### src/rtl/rd_req_tlp_sender_pkg.sv
// rtl/rd_req_tlp_sender_pkg.sv - shared constants, FSM states and DW0 helper for the read-request TLP sender
package rd_req_tlp_sender_pkg;

    localparam logic [6:0] MRD64_FMT_TYPE = 7'b01_00000;
    localparam logic [6:0] MRD32_FMT_TYPE = 7'b00_00000;
    localparam logic [9:0] CHUNK_LEN_DW   = 10'd128;

    typedef enum logic [3:0] {
        ST_IDLE  = 4'b0001,
        ST_BEAT0 = 4'b0010,
        ST_BEAT1 = 4'b0100,
        ST_GAP   = 4'b1000
    } state_e;

    // R | fmt/type | R | TC | R | TD | EP | Attr | R | Length
    function automatic logic [31:0] hdr_dw0(input logic [6:0] fmt_type);
        return {1'b0, fmt_type, 1'b0, 3'b000, 4'b0000, 1'b0, 1'b0, 2'b00, 2'b00, CHUNK_LEN_DW};
    endfunction

endpackage

### src/rtl/rd_req_tlp_sender_hdr_build.sv
// rtl/rd_req_tlp_sender_hdr_build.sv - combinational MRd header DW0..DW3; MRD32_OPT_EN selects 3DW for 32-bit addresses
module rd_req_hdr_build
    import rd_req_tlp_sender_pkg::*;
(
    input  logic [63:0] addr_i,
    input  logic [7:0]  tag_i,
    input  logic [15:0] id_i,
    output logic [31:0] dw0_o,
    output logic [31:0] dw1_o,
    output logic [31:0] dw2_o,
    output logic [31:0] dw3_o,
    output logic        is_3dw_o
);

    always_comb begin
`ifdef MRD32_OPT_EN
        is_3dw_o = (addr_i[63:32] == 32'h0);
`else
        is_3dw_o = 1'b0;
`endif
        dw0_o = hdr_dw0(is_3dw_o ? MRD32_FMT_TYPE : MRD64_FMT_TYPE);
        dw1_o = {id_i, tag_i, 4'hF, 4'hF};
        if (is_3dw_o) begin
            dw2_o = {addr_i[31:2], 2'b00};
            dw3_o = 32'h0;
        end else begin
            dw2_o = addr_i[63:32];
            dw3_o = {addr_i[31:2], 2'b00};
        end
    end

endmodule

### src/rtl/rd_req_tlp_sender.sv
// rtl/rd_req_tlp_sender.sv - issues one 512-byte MRd TLP per read_chunk request on the TRN TX interface (option MRD32_OPT_EN)
module rd_req_tlp_sender
    import rd_req_tlp_sender_pkg::*;
(
    input  logic        trn_clk,
    input  logic        reset_n,
    input  logic        read_chunk,
    input  logic [63:0] huge_page_addr_read_from,
    output logic        read_chunk_ack,
    input  logic [15:0] cfg_completer_id,
    input  logic [5:0]  trn_tbuf_av,
    input  logic        trn_tdst_rdy_n,
    output logic [63:0] trn_td,
    output logic [7:0]  trn_trem_n,
    output logic        trn_tsof_n,
    output logic        trn_teof_n,
    output logic        trn_tsrc_rdy_n,
    output logic        trn_tsrc_dsc_n,
    output logic [31:0] rd_req_count
);

    state_e      state_q, state_d;
    logic [63:0] addr_q;
    logic [7:0]  tag_q;
    logic [31:0] count_q;
    logic        ack_q, ack_d;
    logic        load_addr;

    logic [31:0] dw0, dw1, dw2, dw3;
    logic        is_3dw;

    // only the non-posted credit bit gates new requests
    logic unused_tbuf_bits;
    assign unused_tbuf_bits = ^{trn_tbuf_av[5:2], trn_tbuf_av[0]};

    rd_req_hdr_build u_hdr (
        .addr_i   (addr_q),
        .tag_i    (tag_q),
        .id_i     (cfg_completer_id),
        .dw0_o    (dw0),
        .dw1_o    (dw1),
        .dw2_o    (dw2),
        .dw3_o    (dw3),
        .is_3dw_o (is_3dw)
    );

    always_ff @(posedge trn_clk or negedge reset_n) begin
        if (!reset_n) begin
            state_q <= ST_IDLE;
            addr_q  <= 64'h0;
            tag_q   <= 8'h0;
            count_q <= 32'h0;
            ack_q   <= 1'b0;
        end else begin
            state_q <= state_d;
            ack_q   <= ack_d;
            if (load_addr) begin
                addr_q <= huge_page_addr_read_from;
            end
            if (ack_d) begin
                tag_q   <= tag_q + 8'd1;
                count_q <= count_q + 32'd1;
            end
        end
    end

    always_comb begin
        state_d        = state_q;
        load_addr      = 1'b0;
        ack_d          = 1'b0;
        trn_tsrc_rdy_n = 1'b1;
        trn_tsof_n     = 1'b1;
        trn_teof_n     = 1'b1;
        trn_td         = 64'h0;
        trn_trem_n     = 8'h00;
        case (state_q)
            ST_IDLE: begin
                if (read_chunk && trn_tbuf_av[1]) begin
                    state_d   = ST_BEAT0;
                    load_addr = 1'b1;
                end
            end
            ST_BEAT0: begin
                trn_tsrc_rdy_n = 1'b0;
                trn_tsof_n     = 1'b0;
                trn_td         = {dw0, dw1};
                if (!trn_tdst_rdy_n) begin
                    state_d = ST_BEAT1;
                end
            end
            ST_BEAT1: begin
                trn_tsrc_rdy_n = 1'b0;
                trn_teof_n     = 1'b0;
                trn_td         = {dw2, dw3};
                trn_trem_n     = is_3dw ? 8'h0F : 8'h00;
                if (!trn_tdst_rdy_n) begin
                    state_d = ST_GAP;
                    ack_d   = 1'b1;
                end
            end
            ST_GAP: begin
                // one idle cycle lets the requester drop read_chunk after the ack
                state_d = ST_IDLE;
            end
            default: begin
                state_d = ST_IDLE;
            end
        endcase
    end

    assign read_chunk_ack = ack_q;
    assign rd_req_count   = count_q;
    assign trn_tsrc_dsc_n = 1'b1;

endmodule

### config.mk
export PLATFORM = sky130hd
export DESIGN_NAME = rd_req_tlp_sender
export DESIGN_NICKNAME = d
export VERILOG_FILES = /design/src/rtl/rd_req_tlp_sender_pkg.sv /design/src/rtl/rd_req_tlp_sender_hdr_build.sv /design/src/rtl/rd_req_tlp_sender.sv
export SDC_FILE = /design/constraint.sdc
export NUM_CORES = 1
export LEC_CHECK = 0
export BUFFER_PORTS_ARGS = -buffer_cell sky130_fd_sc_hd__buf_4
export CAP_MARGIN = 5
export CORE_MARGIN = 2
export CORE_UTILIZATION = 50
export CTS_BUF_LIST = sky130_fd_sc_hd__clkbuf_8
export CTS_CLUSTER_DIAMETER = 30
export DETAILED_ROUTE_END_ITERATION = 8
export PLACE_DENSITY = 0.89
export SLEW_MARGIN = 25
export SYNTH_ARGS = -nofsm -noshare
export SYNTH_HDL_FRONTEND = slang
export SYNTH_SLANG_ARGS = --single-unit
### constraint.sdc
create_clock -name trn_clk -period 2.5 [get_ports trn_clk]
set_clock_uncertainty 0.2 [all_clocks]
set_input_delay 0 -clock trn_clk [delete_from_list [all_inputs] [get_ports trn_clk]]
set_output_delay 0 -clock trn_clk [all_outputs]
set_load 0.005 [all_outputs]
Yosys cells after proc, flatten, opt, wreduce, memory -nomap -nowiden
Index checks and enable logic that the tools add are counted.
{"block": "totals", "ff_bits": 109, "inputBits": 90, "out_inout_bits": 109, "elab_cells": 28}
{"block": "classes", "n_addsub": 2, "n_eq_ne": 6, "n_mux": 12, "reduce_logical": 3}
{"cell": "one-hot mux 64 bit (2 select lines)", "count": 1}
{"cell": "adder 32 x 1 -> 32 bit, second input constant", "count": 1}
{"cell": "2-to-1 mux 4 bit", "count": 3}
{"cell": "one-hot mux 4 bit (3 select lines)", "count": 1}
{"cell": "adder 8 x 1 -> 8 bit, second input constant", "count": 1}
{"cell": "2-to-1 mux 1 bit", "count": 7}
{"cell": "inequality test 2 bit, second input constant", "count": 3}
{"cell": "== test 4 x 1 -> 1 bit, second input constant", "count": 1}
{"cell": "== test 4 x 2 -> 1 bit, second input constant", "count": 1}
{"cell": "== test 4 x 3 -> 1 bit, second input constant", "count": 1}
{"cell": "AND reduction 3 bit", "count": 1}
{"cell": "OR reduction 2 bit", "count": 1}
{"cell": "logical AND 1 bit", "count": 1}

Logic depth before layout (Yosys ltp)
{"block": "logic_depth", "depth_word": 3, "ltp_mapped": 6, "depth_no_buf": 5}

Modules after synthesis
From an unflattened synthesis, not the netlist that was laid out.
{"block": "unflattened", "hier_cells": 526, "area_unflattened_um2": 6020.8}
{"module": "rd_req_tlp_sender", "instances": 1, "cells_per_inst": 395, "area_per_inst_um2": 5044.8, "seq_area_each_um2": 2728.9}
{"module": "rd_req_hdr_build", "instances": 1, "cells_per_inst": 131, "area_per_inst_um2": 975.9, "seq_area_each_um2": 0.0}

Worst setup path after synthesis
OpenSTA, ideal clock, no wires.
{"block": "synth_path", "kind": "register to register", "from": "reg state_q[0]", "to": "reg addr_q[10]", "setup_ps": 125, "arrival_time_ps": 1531, "t_required_ps": 2175, "path_slack_ps": 645, "stages_incl_launch_ff": 6, "path_buffers": 2, "period_less_slack_ps": 1855, "cell_sequence": "dfstp_2 -> nand4b_1 -> or3_1 -> buf_2 -> buf_6 -> mux2_2"}
{"block": "synth_via", "elab_chain_cells": 2}
{"item": "start: declaration", "line_no": "rd_req_tlp_sender.sv:22", "source": "state_e state_q, state_d;"}
{"item": "start signal: assignment", "line_no": "rd_req_tlp_sender.sv:55", "source": "state_q <= state_d;"}
{"item": "== test 4 x 1 -> 1 bit", "line_no": "rd_req_tlp_sender.sv:76", "source": "case (state_q)"}
{"item": "2-to-1 mux 1 bit", "line_no": "rd_req_tlp_sender.sv:76"}
{"item": "end signal: assignment", "line_no": "rd_req_tlp_sender.sv:58", "source": "addr_q <= huge_page_addr_read_from;"}
{"item": "end: declaration", "line_no": "rd_req_tlp_sender.sv:23", "source": "logic [63:0] addr_q;"}
Every way passes these cells.
A chain may end at the register's enable or synchronous reset.

Worst setup path after layout
{"block": "layout_path", "from": "reg state_q[1]", "to": "out trn_td[31]"}
{"block": "layout_via", "elab_chain_cells": 2, "elab_cells_between_ends": 3, "classes_between": "eq/ne (2); mux (1)"}
{"item": "== test 4 x 3 -> 1 bit or == test 4 x 2 -> 1 bit (tied branches)", "line_no": "rd_req_tlp_sender.sv:76"}
{"item": "one-hot mux 64 bit (2 select lines) (*)", "line_no": "rd_req_tlp_sender.sv:76"}
{"item": "end: declaration", "line_no": "rd_req_tlp_sender.sv:13", "source": "output logic [63:0] trn_td,"}
Mark *: on every way between the ends. The rest lies on a longest branch, timed or not.

==> metrics.txt <==
Die Area 10700 um2; post-synthesis compound-gate area fraction 0.0436; highest clock rate 434 MHz; Final Instance Area 7230 um2; dominant synthesized flop cell dfrtp_1; final worst slack 0.196 ns; Filler cells 586; fraction of the yosys area taken by sequential cells 0.543; total track usage 0.255; final setup TNS 0 ns; Simple-Gate Fraction of Synth Area 0.146; CTS tree built; hold crit path type in2out; Max Buffers Root-to-Sink 2; post-DR wirelength/cell 17.4 um; Worst Tran Pin Value 0.627 ns; fin. max-slew vios 0; Yosys cell types 31; Root Driver clkbuf_8; vias in the first global route 4225; Area Overhead vs Synth 46.5%; core area 9680 um2; Crit. End Element output port; Fin Hold WS 0.0848 ns; startpoint types flop; largest family of logic cells by synthesized area simple AND/OR/NAND/NOR gates; top cells by area, synth dfrtp_1 (54%), mux2_2 (15%), xnor2_1 (6.0%); XOR/XNOR Fraction of Synth Area 0.0674; synthesized area per cell 12.6 um2; critical path class reg2out; Crit path arrival time 2.10 ns; most common cell after layout, fill and taps aside buf_4; Post-layout nets 724; synth warn 0; Via Count 4025; CTS Sinks 107; EDFF count, synth 0; Synth Register Bits 107; H-tree depth 3; Synth async-reset ratio 1.00; pin count of the biggest net entering global routing 65; Worst EP required 2.30 ns; worst-path maximum fanout 64; total CTS buffers 9; diode count 0; final period utilization 0.922; min Tclk post-route 2.30 ns; DRT iter0 DRCs 118; Starting Density 0.510; slowest stage delay, CP 0.55 ns; gpl congestion 0.746; Die Width 103 um; Critical Path Slowest Stage Cell buf_4; initial antenna violation count 0; Post-Route WL 13.4 mm; status finished, final reports clean; dpl hpwl 8.25 mm; LEAKAGE 3.49 nW; # Post-CTS Setup Buffers 0; Die Y 103 um; Port Buffers 182; most frequent cells in the layout buf_4 (188), dfrtp_1 (106), dlygate4sd3_1 (65); # IOs 199; final setup vio count 0; post-synthesis mux area share 0.146; Cell Area, Placed 6350 um2; Synth Area in Adders 0.00507; total chip power 3.99 mW; Remaining Overflow, GRT 0; Clock Latency Late Sink 0.36 ns; power density cells 552 nW/um2; CTS resizes 0; DRT antenna net count 0; DRC 0; Mapped Cells 391; post-synth top area share 0.538; TritonRoute pass-1 iters 4; Yosys top cell by area dfrtp_1; Clock Pin Slew Worst Setup and Hold Paths 0.09 ns; vias per cell 5.23; maximum vdd ir drop 0.375 mV; ratio of cells with drive above 1 in the final layout 0.437; worst slack, placed 0.365 ns; total of max-cap violations 0; RSZ-0062 raised after global routing false; final hold violation count 0; CP cell instances nor4b_4 > buf_4 > a22o_1 > buf_4; slew margin rel. 0.582; # rows 36; Top cell by count, worst path buf_4; post-synthesis instance area 4930 um2; first-pass GRT wire length 20.9 mm
[final timing paths]
kind,from,endpoint,slack (ns),depth (start not counted)
worst min register to register,rd_req_count[31],rd_req_count[31],0.28,1
max in group asynchronous,reset_n,addr_q[54],0.83,4
worst min-delay path,cfg_completer_id[3],trn_td[19],0.08,3
worst max register to register,state_q[1],rd_req_count[30],0.37,5
min in group asynchronous,reset_n,rd_req_count[25],0.53,3
worst max-delay path,state_q[1],trn_td[31],0.20,4
[cell usage after synthesis, types with 3 or more instances]
library cell,instances
a22o_1,24
dfrtp_1,106
clkbuf_1,7
xnor2_1,34
buf_2,6
buf_6,7
nand3_1,17
nor2_1,3
and4_1,5
buf_4,11
and2_1,35
mux2_2,64
nand4_1,17
and3_1,6
nand2_1,25
xor2_1,4
[timing repair]
item,CTS,global route
endpoints found under the hold margin,197,0
endpoints found under the setup margin,0,15
hold buffers,66,0
[routing by layer]
| metal | GRT usage | part of all wire | vias to the layer above |
|---|---|---|---|
| met1 | 0.291 | 0.38 | 2003 |
| met4 | 0.109 | 0.024 | 0 |
| li1 | - | - | 1820 |
| met2 | 0.456 | 0.53 | 171 |
| met3 | 0.0625 | 0.066 | 31 |
| met5 | 0 | 0 | - |
[worst max-delay path, delay by kind of cell (launching register included)]
| kind | cells | cell delay [ns] |
|---|---|---|
| DFF | 1 | 0.44 |
| buffers and inverters | 2 | 0.66 |
| and+or+nand+nor | 1 | 0.34 |
| AOI/OAI and AO/OA | 1 | 0.27 |
[cell families after synthesis]
| logic type | Yosys count |
|---|---|
| and+or+nand+nor | 118 |
| DFF | 107 |
| muxes | 64 |
| xor gates and xnor gates | 38 |
| buffers and inverters | 35 |
| AOI/OAI and AO/OA | 25 |
| adders and majority gates | 2 |
| other | 2 |
[metrics by stage]
step / util / std cells
6_report: 0.747 / 769
5_1_grt: 0.747 / 769
4_1_cts: 0.748 / 770
3_5_place_dp: 0.656 / 689
3_3_place_gp: 0.656 / 689
2_1_floorplan: - / 398
[layout make-up]
| class | instances | area (um2) | share of cell area |
|---|---|---|---|
| Inverter | 4 | 15.0 | 0.00208 |
| Clock inverter | 6 | 105 | 0.0145 |
| Multi-Input combinational cell | 256 | 2060 | 0.285 |
| Sequential cell | 107 | 2680 | 0.370 |
| Tap cell | 133 | 166 | 0.0230 |
| Clock buffer | 9 | 124 | 0.0171 |
| Timing Repair Buffer | 254 | 2080 | 0.288 |
[power by group]
group | leakage [nW] | internal, mW | switching (mW)
logic | 2.03 | 0.404 | 0.214
registers | 1.34 | 2.00 | 0.156
clock network | 0.119 | 0.655 | 0.561
total | 3.49 | 3.06 | 0.931
[state kept, by name, indices dropped and copies added (netlist names)]
name and count:
addr_q 62, rd_req_count 32, tag_q 8, state_q 4
read_chunk_ack 1
(Power assumes the default switching activity.)
